`config.mk`:
```
export PLATFORM = sky130hd
export DESIGN_NAME = axi4_stream_sync_fifo_flat
export DESIGN_NICKNAME = d
export VERILOG_FILES = /design/src/rtl/axi4_stream_sync_fifo_if.sv /design/src/rtl/axi4_stream_sync_fifo.sv /design/src/flat_wrapper.sv
export SDC_FILE = /design/constraint.sdc
export NUM_CORES = 1
export LEC_CHECK = 0
export ABC_CLOCK_PERIOD_IN_PS = 2950
export CELL_PAD_IN_SITES_DETAIL_PLACEMENT = 1
export CELL_PAD_IN_SITES_GLOBAL_PLACEMENT = 2
export CORE_MARGIN = 2
export CORE_UTILIZATION = 44
export CTS_CLUSTER_DIAMETER = 150
export DETAILED_ROUTE_END_ITERATION = 8
export GPL_ROUTABILITY_DRIVEN = 0
export PLACE_DENSITY = 0.79
export SLEW_MARGIN = 10
export SYNTH_ARGS = -nofsm -noshare
export SYNTH_HDL_FRONTEND = slang
export SYNTH_SLANG_ARGS = --single-unit
```
`constraint.sdc`:
```
create_clock -name clk_i -period 2.95 [get_ports clk_i]
set_clock_uncertainty 0.05 [all_clocks]
set_input_delay 0.885 -clock clk_i [delete_from_list [all_inputs] [get_ports clk_i]]
set_output_delay 0.885 -clock clk_i [all_outputs]
set_load 0.05 [all_outputs]
```
`src/rtl/axi4_stream_sync_fifo_if.sv`:
```
// axi4_stream_sync_fifo_if: tdata-only AXI4-Stream channel with master/slave views.
interface axi4_stream_sync_fifo_if #(parameter int DATA_SIZE = 8);
   logic [DATA_SIZE-1:0] tdata;
   logic                 tvalid;
   logic                 tready;
   modport master (output tdata, output tvalid, input tready);
   modport slave  (input tdata, input tvalid, output tready);
endinterface

```
`src/rtl/axi4_stream_sync_fifo.sv`:
```
// axi4_stream_sync_fifo: single-clock first-word-fall-through AXI4-Stream byte FIFO.
module axi4_stream_sync_fifo #(
   parameter int DATA_SIZE = 8,
   parameter int DEPTH     = 16
) (
   input logic                     clk_i,
   input logic                     rst_ni,
   axi4_stream_sync_fifo_if.slave  data_in,
   axi4_stream_sync_fifo_if.master data_out
);
   localparam int AW = $clog2(DEPTH);
   logic [DATA_SIZE-1:0] r_mem [DEPTH];
   logic [AW-1:0]        r_wptr, r_rptr, w_rptr_nxt;
   logic [AW:0]          r_count, w_count_nxt;
   logic                 r_in_tready, r_out_tvalid, w_push, w_pop;
   logic [DATA_SIZE-1:0] r_out_tdata;
   always_comb begin
      w_push      = data_in.tvalid && r_in_tready;
      w_pop       = r_out_tvalid && data_out.tready;
      w_rptr_nxt  = w_pop ? r_rptr + 1'b1 : r_rptr;
      w_count_nxt = r_count + (AW+1)'(w_push) - (AW+1)'(w_pop);
   end
   always_ff @(posedge clk_i)
      if (w_push) r_mem[r_wptr] <= data_in.tdata;
   // Head is registered; when the next head is the beat being written now, take it from the input
   always_ff @(posedge clk_i or negedge rst_ni) begin
      if (!rst_ni) begin
         r_wptr       <= '0;
         r_rptr       <= '0;
         r_count      <= '0;
         r_in_tready  <= 1'b0;
         r_out_tvalid <= 1'b0;
         r_out_tdata  <= '0;
      end else begin
         r_wptr       <= w_push ? r_wptr + 1'b1 : r_wptr;
         r_rptr       <= w_rptr_nxt;
         r_count      <= w_count_nxt;
         r_in_tready  <= w_count_nxt < (AW+1)'(DEPTH);
         r_out_tvalid <= w_count_nxt != '0;
         r_out_tdata  <= (w_push && r_wptr == w_rptr_nxt) ? data_in.tdata : r_mem[w_rptr_nxt];
      end
   end
   assign data_in.tready  = r_in_tready;
   assign data_out.tvalid = r_out_tvalid;
   assign data_out.tdata  = r_out_tdata;
endmodule

```
`src/flat_wrapper.sv`:
```
// flat-port wrapper written by rule: the top's interface ports become plain ports
module axi4_stream_sync_fifo_flat 
#(
   parameter int DATA_SIZE = 8,
   parameter int DEPTH     = 16
)
  (clk_i, rst_ni, data_in_tdata, data_in_tvalid, data_in_tready, data_out_tdata, data_out_tvalid, data_out_tready);
  axi4_stream_sync_fifo_if #(.DATA_SIZE(DATA_SIZE)) data_in_i ();
  axi4_stream_sync_fifo_if #(.DATA_SIZE(DATA_SIZE)) data_out_i ();
  input logic clk_i;
  input logic rst_ni;
  input wire logic [$bits(data_in_i.tdata)-1:0] data_in_tdata;
  input wire logic [$bits(data_in_i.tvalid)-1:0] data_in_tvalid;
  output wire logic [$bits(data_in_i.tready)-1:0] data_in_tready;
  output wire logic [$bits(data_out_i.tdata)-1:0] data_out_tdata;
  output wire logic [$bits(data_out_i.tvalid)-1:0] data_out_tvalid;
  input wire logic [$bits(data_out_i.tready)-1:0] data_out_tready;
  assign data_in_i.tdata = data_in_tdata;
  assign data_in_i.tvalid = data_in_tvalid;
  assign data_in_tready = data_in_i.tready;
  assign data_out_tdata = data_out_i.tdata;
  assign data_out_tvalid = data_out_i.tvalid;
  assign data_out_i.tready = data_out_tready;
  axi4_stream_sync_fifo #(.DATA_SIZE(DATA_SIZE), .DEPTH(DEPTH)) u_core (.clk_i(clk_i), .rst_ni(rst_ni), .data_in(data_in_i), .data_out(data_out_i));
endmodule
```
==> results of run 1 <==
worst max-delay path by stage:
stage	endpoint	slack [ns]	start
after floorplan	u_core.data_out.tvalid	0.23	data_out_tready
after global placement	u_core.data_out.tdata[0]	-0.74	data_out_tready
after detailed placement	u_core.data_out.tdata[0]	-0.76	data_out_tready
after CTS	data_out_tvalid	0.01	u_core.data_out.tvalid
after global routing	u_core.data_out.tdata[1]	0.04	data_out_tready
final	u_core.data_out.tdata[3]	0.18	data_out_tready
registers in the layout, summed over array words and instances (netlist names):
register	cells
u_core.r_mem	128
u_core.data_out.tdata	8
u_core.data_out.tvalid	1
u_core.r_count	5
u_core.r_wptr	4
u_core.data_in.tready	1
u_core.r_rptr	4
power by group:
| group | internal [mW] | switching, mW |
|---|---|---|
| clock | 1.17 | 0.844 |
| sequential | 2.62 | 0.185 |
| combinational | 1.80 | 2.56 |
cell usage after synthesis (all sizes together) (3+ instances only):
| library cell | number | share of area, % |
|---|---|---|
| o21ai | 11 | 0.88 |
| nand2 | 71 | 4.1 |
| ha | 10 | 1.9 |
| buf | 15 | 1.7 |
| a32oi | 10 | 1.5 |
| a211oi | 23 | 2.9 |
| a31oi | 8 | 0.75 |
| o221ai | 8 | 1.0 |
| clkbuf | 10 | 0.56 |
| xnor2 | 9 | 1.4 |
| nand3 | 37 | 2.8 |
| nand3b | 9 | 1.0 |
| dfrtp | 23 | 8.6 |
| o32ai | 4 | 0.92 |
| a21oi | 11 | 0.82 |
| nand4 | 8 | 0.75 |
| edfxtp | 128 | 57 |
| a21o | 3 | 0.34 |
| inv | 18 | 1.0 |
| nor4b | 8 | 1.4 |
| a2111oi | 8 | 1.4 |
| and3 | 31 | 2.9 |
| and2 | 13 | 1.2 |
per-layer routing:
layer | routed length (um) | vias to the layer above
met5 | 0 | -
met4 | 389 | 0
met3 | 799 | 30
met2 | 9410 | 127
met1 | 7650 | 2322
li1 | - | 2088
worst register-to-register path, cell delays in order, from the launching register on:
cell,delay (ns)
sky130_fd_sc_hd__dfrtp_1,0.40
sky130_fd_sc_hd__ha_1,0.28
sky130_fd_sc_hd__xnor2_2,0.20
sky130_fd_sc_hd__o32a_2,0.48
sky130_fd_sc_hd__buf_4,0.20
sky130_fd_sc_hd__a211oi_1,0.26
sky130_fd_sc_hd__nor4b_2,0.10
sky130_fd_sc_hd__buf_4,0.14
sky130_fd_sc_hd__a2111oi_0,0.34
sky130_fd_sc_hd__a21oi_1,0.09
repair_timing:
| action | 4_1_cts | 5_1_grt |
|---|---|---|
| setup buffers | 0 | 0 |
| setup endpoints to repair | 9 | 1 |
| resized for setup | 9 | 1 |
through the flow:
stage / hold slack [ns] / power, mW / setup WS, ns / std cells
floorplan: 0.486 / 5.32 / 0.229 / 495
global placement: 0.506 / 6.99 / -0.738 / 755
detailed placement: 0.531 / 7.14 / -0.764 / 755
CTS: 0.540 / 9.24 / 0.0107 / 787
global route: 0.563 / 9.68 / 0.0382 / 787
finish: 0.536 / 9.18 / 0.183 / 787
cell families (layout without fill, tap and decap cells):
kind of cell             Yosys count  count (layout)  synth area share (%)
AND/OR/NAND/NOR                  186             186                  15.0
flip-flops                       151             151                  65.9
AO/OA/AOI/OAI                     91              91                  11.5
buffers and inverters             44             148                  3.29
XOR/XNOR                          12              12                  2.11
adder cells (fa/ha/maj)           11              11                  2.17
final cells by class:
cell class                 count  area, sq um
clock inverter                13          108
fill                        1505         6780
sequential                   151         4420
timing repair buffer          97          870
clock buffer                  19          443
inverter                      19         71.3
multi-input combinational    300         2100
tap                          188          235
==> impl_metrics.json, run 1 <==
{
  "status": "finished clean",
  "met1_usage_pct": 31.4,
  "place.port_buffers": 21,
  "synth-async-reset-ratio_pct": 15.2,
  "num_vias": 4567,
  "grt_max_degree": 34,
  "cts_inserted_buffers": 17,
  "most_used_cells_in_the_layout_excluding_fill_and_tap_cells": "128 x sky130_fd_sc_hd__edfxtp_1, 70 x sky130_fd_sc_hd__nand2_1, 69 x sky130_fd_sc_hd__buf_4, 37 x sky130_fd_sc_hd__nand3_1, 31 x sky130_fd_sc_hd__and3_1",
  "postSynth.topFlopCell": "sky130_fd_sc_hd__edfxtp_1",
  "holdCritPathClass": "reg2reg",
  "setup_viol": 0,
  "hold_path_end": "u_core.r_wptr[2]",
  "globalRoute.totalOverflow": 0,
  "ys.warnings.count": 0,
  "hold_viol_final": 0,
  "cellPowerDensity_nw_per_um2": 1110,
  "grt_first_pass_wirelength_um": 28900,
  "setup_repair_after_global_routing_missed_its_margin": "no",
  "initial_antenna_violation_count": 0,
  "r2r_setup_slack_ns": 0.28,
  "hold_buffers_post_cts": 0,
  "clock_latency_of_the_later_clocked_register_in_the_worst_skew_pair_ns": 0.42,
  "critPathSlowestCell": "sky130_fd_sc_hd__a2111oi_2",
  "seq_area_frac_synth_pct": 65.9,
  "dieArea_sq_um": 16200,
  "detail_route.first_pass.iterations": 7,
  "drc_violation_count_after_routing": 0,
  "worst-path-max-fanout": 12,
  "path_cells": "dlygate4sd2_1, buf_4, a21bo_2, buf_4, and3_1, a211oi_1, nor4b_2, buf_4, a2111oi_2, a21oi_1",
  "clock_tree.htree_level_count": 4,
  "final_layout_size_suffix_gt1_share_pct": 23.7,
  "post_drt_wl_per_cell_um": 23.2,
  "ir_drop_mv": 0.640,
  "design_area_sq_um": 8250,
  "post_synth.cell_area_avg_sq_um": 13.5,
  "worst-slew-pin-transition_ns": 0.508,
  "synth.ff_latch_count": 151,
  "layout_net_count": 609,
  "holdPathStages": 1,
  "most_frequent_standard_cell_in_the_layout_excluding_fill_and_tap_cells": "sky130_fd_sc_hd__edfxtp_1",
  "min-delay-start": "u_core.r_wptr[2]",
  "detail-route-antenna-nets": 0,
  "final.period_utilization_pct": 93.8,
  "cap_viol_max_count": 0,
  "start_util_pct": 44.6,
  "mappedNetlistArea_sq_um": 6700,
  "diodes": 0,
  "average_vias_per_placed_instance": 5.80,
  "core-area_sq_um": 15000,
  "sort_of_element_at_the_end_of_the_critical_path": "flop",
  "timing.slew.headroom_pct": 66.0,
  "io_pins": 22,
  "tritoncts_clock_tree": "yes",
  "synthesis.nets": 518,
  "slew_violations": 0,
  "achievable-frequency_mhz": 361,
  "grt_util_met2_pct": 40.7,
  "post_synth_num_cell_types": 52,
  "clock-sinks": 151,
  "crit_path_max_incr_delay_ns": 0.34,
  "critical_path_buf_inv_count": 4,
  "crit_path_frequent_cell": "sky130_fd_sc_hd__buf_4",
  "path_depth": 10,
  "detail_route.wirelength_um": 18200,
  "fin_crit_ns": 2.77,
  "root_buffer": "sky130_fd_sc_hd__clkbuf_16",
  "area_growth_pct": 23.1,
  "dp_hpwl_um": 12400,
  "timing.critical_path.arrival_ns": 3.01,
  "rr_startpoint": "u_core.r_rptr[0]",
  "worst-setup-path-type": "in2reg",
  "number_of_global_route_vias_before_repair": 4953,
  "dr.first_iter.drc_count": 465,
  "synth_cells": 495,
  "rows": 45,
  "max-clock-path-buffers": 2,
  "total_track_usage_pct": 24.1,
  "worstRegToRegCells": 9,
  "vert_die_dim_um": 127,
  "tns_ns": 0,
  "reg2reg_to": "u_core.data_out.tdata[1]",
  "dpl_cell_area_sq_um": 7660,
  "grt_most_used_layer": "met2",
  "critPathLaunchType": "input port",
  "fin_util_pct": 54.9,
  "synth-edff-count": 128,
  "required_ns": 3.19,
  "grt_use_met3_pct": 4.23,
  "timing.critical_path.max_delay_family": "compound AO/OA/AOI/OAI gates",
  "die_w_um": 127,
  "power_leakage_nw": 3.02,
  "cts.clk_slew.worst_paths_ns": 0.06
}
Note: power is estimated with default switching activity, not from simulation.
==> inputs of run 2 (changes only) <==
- ABC_AREA: unset -> 1
- ABC_CLOCK_PERIOD_IN_PS: 2950 -> 3330
- PLACE_DENSITY: 0.79 -> 0.84
- SLEW_MARGIN: 10 -> 25
- clock period: 2.95 -> 3.33 ns (I/O delays scaled with it)
==> run 2 against run 1 <==
Die area is 2.6% higher. First-iteration DRC count is 46% lower. Synthesized area is 2.7% higher. Critical path type unchanged. Critical endpoint is now u_core.data_out.tvalid. Register-to-register slack better by 0.83 ns. Worst setup slack better by 0.32 ns. Largest power group unchanged. Sequential cell count stayed put. Largest cell class unchanged. Count of clock-buffer cells in the layout is 1 higher.
==> impl_metrics.json, run 2 <==
{
  "status": "finished clean",
  "dp_hpwl_um": 11900,
  "initial_antenna_violation_count": 0,
  "final_cell_count_no_fill": 919,
  "filler_cell_count": 1645,
  "rr_startpoint": "u_core.data_out.tvalid",
  "cts_resized": 0,
  "fin_crit_ns": 2.83,
  "timing.critical_path.max_delay_family": "adder cells",
  "worst-slew-pin-transition_ns": 0.801,
  "compound_gate_fraction_of_synth_area_pct": 0.637,
  "place.port_buffers": 21,
  "synth_cells": 652,
  "total_track_usage_pct": 25.2,
  "worst-path-max-fanout": 2,
  "detail_route.first_pass.iterations": 4,
  "adder_cell_share_of_the_synthesized_area_pct": 2.11,
  "critPathLaunchType": "input port",
  "synth_mux_area_share_pct": 0,
  "r2r_setup_slack_ns": 1.11,
  "start_util_pct": 45.1,
  "timing.critical_path.arrival_ns": 3.09,
  "post_cts.repair.setup_buffers": 0,
  "top_signal_layer_used": "met4",
  "clock_tree.htree_level_count": 4,
  "num_vias": 4958,
  "post_synth.cell_area_avg_sq_um": 10.6,
  "ys_top_cells_by_area": "sky130_fd_sc_hd__edfxtp_1 56%, sky130_fd_sc_hd__nand3_1 10%, sky130_fd_sc_hd__dfrtp_1 8.4%",
  "drc_violation_count_after_routing": 0,
  "critical_path_buf_inv_count": 4,
  "number_of_global_route_vias_before_repair": 5359,
  "cellPowerDensity_nw_per_um2": 1000,
  "final.period_utilization_pct": 84.9,
  "power_leakage_nw": 3.43,
  "synth.ff_latch_count": 151,
  "postSynth.topFlopCell": "sky130_fd_sc_hd__edfxtp_1",
  "die_w_um": 129,
  "post_synth_num_cell_types": 28,
  "synthTopCellsByCount": "140 x sky130_fd_sc_hd__nand3_1, 128 x sky130_fd_sc_hd__edfxtp_1, 122 x sky130_fd_sc_hd__nand2_1",
  "post_drt_wl_per_cell_um": 20.8,
  "setup_repair_after_global_routing_missed_its_margin": "no",
  "number_of_flip_flops_under_the_largest_register_name": 128,
  "worstRegToRegCells": 10,
  "design_area_sq_um": 8220,
  "most_used_cells_in_the_layout_excluding_fill_and_tap_cells": "139 x sky130_fd_sc_hd__nand3_1, 128 x sky130_fd_sc_hd__edfxtp_1, 120 x sky130_fd_sc_hd__nand2_1, 99 x sky130_fd_sc_hd__inv_1, 48 x sky130_fd_sc_hd__nand3b_1",
  "diodes": 0,
  "area_growth_pct": 19.4,
  "cap_viol_max_count": 0,
  "max_flop_register": "u_core.r_mem",
  "rows": 45,
  "slew_violations": 0,
  "clock-sinks": 151,
  "synth_xor_area_share_pct": 0.891,
  "setup_viol": 0,
  "layout_net_count": 718,
  "mappedNetlistArea_sq_um": 6880,
  "crit_path_max_incr_delay_ns": 0.51,
  "routedLengthMet1_um": 8180,
  "hold_viol_final": 0,
  "total_power_mw": 8.23,
  "path_depth": 11,
  "dpl.cell_count": 887,
  "seq_area_frac_synth_pct": 64.2,
  "core-area_sq_um": 15300,
  "dieArea_sq_um": 16700,
  "ys.warnings.count": 0,
  "post_synthesis_cell_type_with_the_largest_combined_area": "sky130_fd_sc_hd__edfxtp_1",
  "dpl_cell_area_sq_um": 7510,
  "timing.slew.headroom_pct": 46.4,
  "synth_simple_gate_area_share_pct": 24.2,
  "cts.clk_slew.worst_paths_ns": 0.06,
  "dr.first_iter.drc_count": 253,
  "synth-edff-count": 128,
  "achievable-frequency_mhz": 354,
  "largest_family_of_logic_cells_by_synthesized_area": "simple AND/OR/NAND/NOR gates",
  "grt_first_pass_wirelength_um": 30400,
  "root_buffer": "sky130_fd_sc_hd__clkbuf_16",
  "holdCritPathClass": "reg2reg",
  "synth-async-reset-ratio_pct": 15.2,
  "io_pins": 22,
  "worst-setup-path-type": "in2reg",
  "path_cells": "clkdlybuf4s50_1, nand2_2, inv_2, ha_1, inv_1, ha_1, inv_1, fa_1, xnor2_1, nor4_1, nand2_1",
  "detailroute.wirelength.met3_um": 843,
  "ir_drop_mv": 0.537,
  "tns_ns": 0,
  "most_frequent_standard_cell_in_the_layout_excluding_fill_and_tap_cells": "sky130_fd_sc_hd__nand3_1",
  "critPathSlowestCell": "sky130_fd_sc_hd__clkdlybuf4s50_1",
  "required_ns": 3.59,
  "globalRoute.totalOverflow": 0,
  "yosysMostFrequentCell": "sky130_fd_sc_hd__nand3_1",
  "tritoncts_clock_tree": "yes",
  "cp-endpoint": "u_core.data_out.tvalid",
  "detail-route-antenna-nets": 0,
  "reg2reg_to": "u_core.data_out.tvalid",
  "average_vias_per_placed_instance": 5.39,
  "hold_buffers_post_cts": 0,
  "cp-startpoint": "data_out_tready",
  "vert_die_dim_um": 129,
  "cts_inserted_buffers": 17,
  "detail_route.wirelength_um": 19200,
  "register_cell_area_after_layout_sq_um": 4420,
  "synthesis.nets": 675,
  "max-clock-path-buffers": 2,
  "synthDominantCellAreaShare_pct": 55.9,
  "detailroute.wirelength.met2_um": 9510,
  "multiInputGateArea_sq_um": 1920,
  "clock_latency_of_the_later_clocked_register_in_the_worst_skew_pair_ns": 0.43,
  "final_layout_size_suffix_gt1_share_pct": 10.9,
  "sort_of_element_at_the_end_of_the_critical_path": "flop",
  "grt_max_degree": 65
}
==> run 2: cell types whose count changed in the layout (fill, tap and decap cells not counted), moves of 31 or more <==
cell / previous run / this run
sky130_fd_sc_hd__inv_1: 15 / 99
sky130_fd_sc_hd__and3_1: 31 / 0
sky130_fd_sc_hd__buf_4: 69 / 30
sky130_fd_sc_hd__nand2_1: 70 / 120
sky130_fd_sc_hd__nand3b_1: 9 / 48
sky130_fd_sc_hd__nand3_1: 37 / 139
==> run 2: worst min-delay path by stage <==
stage | slack [ns] | start | end | cells after the start
final | 0.57 | u_core.data_in.tready | u_core.r_wptr[0] | 2
after global routing | 0.61 | u_core.data_in.tready | u_core.r_wptr[0] | 2
after CTS | 0.58 | u_core.data_in.tready | u_core.r_wptr[0] | 2
after detailed placement | 0.56 | u_core.data_in.tready | u_core.r_wptr[0] | 2
after global placement | 0.55 | u_core.data_in.tready | u_core.r_wptr[0] | 2
after floorplan | 0.54 | u_core.r_count[4] | u_core.data_in.tready | 2
==> run 2: where the power goes <==
part | leakage (nW) | internal (mW) | switching [mW] | total (mW)
Clock | 0.345 | 1.52 | 0.780 | 2.30
Sequential | 1.42 | 2.31 | 0.135 | 2.45
Combinational | 1.66 | 1.09 | 2.38 | 3.48
==> run 2: area by class of cell <==
class                   count  area share [%]
flip-flops and latches    151            53.8
multi-input cells         366            23.4
repair buffers             55            6.27
clock buffers              20            5.56
inverters                 104            4.75
well taps                 211            3.21
clock inverters            12            3.00
==> run 2: per-layer routing <==
layer | vias up | global-route usage [%]
li1 | 2269 | -
met5 | - | 0
met4 | 0 | 11.0
met2 | 133 | 42.1
met1 | 2515 | 32.1
met3 | 41 | 5.08
==> run 2: through the flow <==
| stage | hold slack (ns) | setup slack (ns) | util (%) |
|---|---|---|---|
| 3_5_place_dp | 0.559 | 0.0187 | 49.2 |
| 2_1_floorplan | 0.541 | 0.682 | - |
| 4_1_cts | 0.577 | 0.473 | 53.8 |
| 5_1_grt | 0.610 | 0.369 | 53.8 |
| 3_3_place_gp | 0.550 | 0.169 | 49.2 |
| 6_report | 0.573 | 0.502 | 53.8 |
==> run 2: logic make-up (layout without fill, tap and decap cells) <==
logic type / Yosys count / after routing
adders and majority gates: 11 / 11
xor gates and xnor gates: 7 / 7
and+or+nand+nor: 340 / 340
AOI/OAI and AO/OA: 8 / 8
DFF: 151 / 151
buffers and inverters: 135 / 191
==> run 2: worst reg2reg max path: cells and delay by family (launching register included) <==
kind / cells / cell delay [ns]
flip-flops: 1 / 0.42
adder cells (fa/ha/maj): 3 / 0.82
buffers and inverters: 3 / 0.16
XOR/XNOR: 1 / 0.17
AND/OR/NAND/NOR: 3 / 0.48
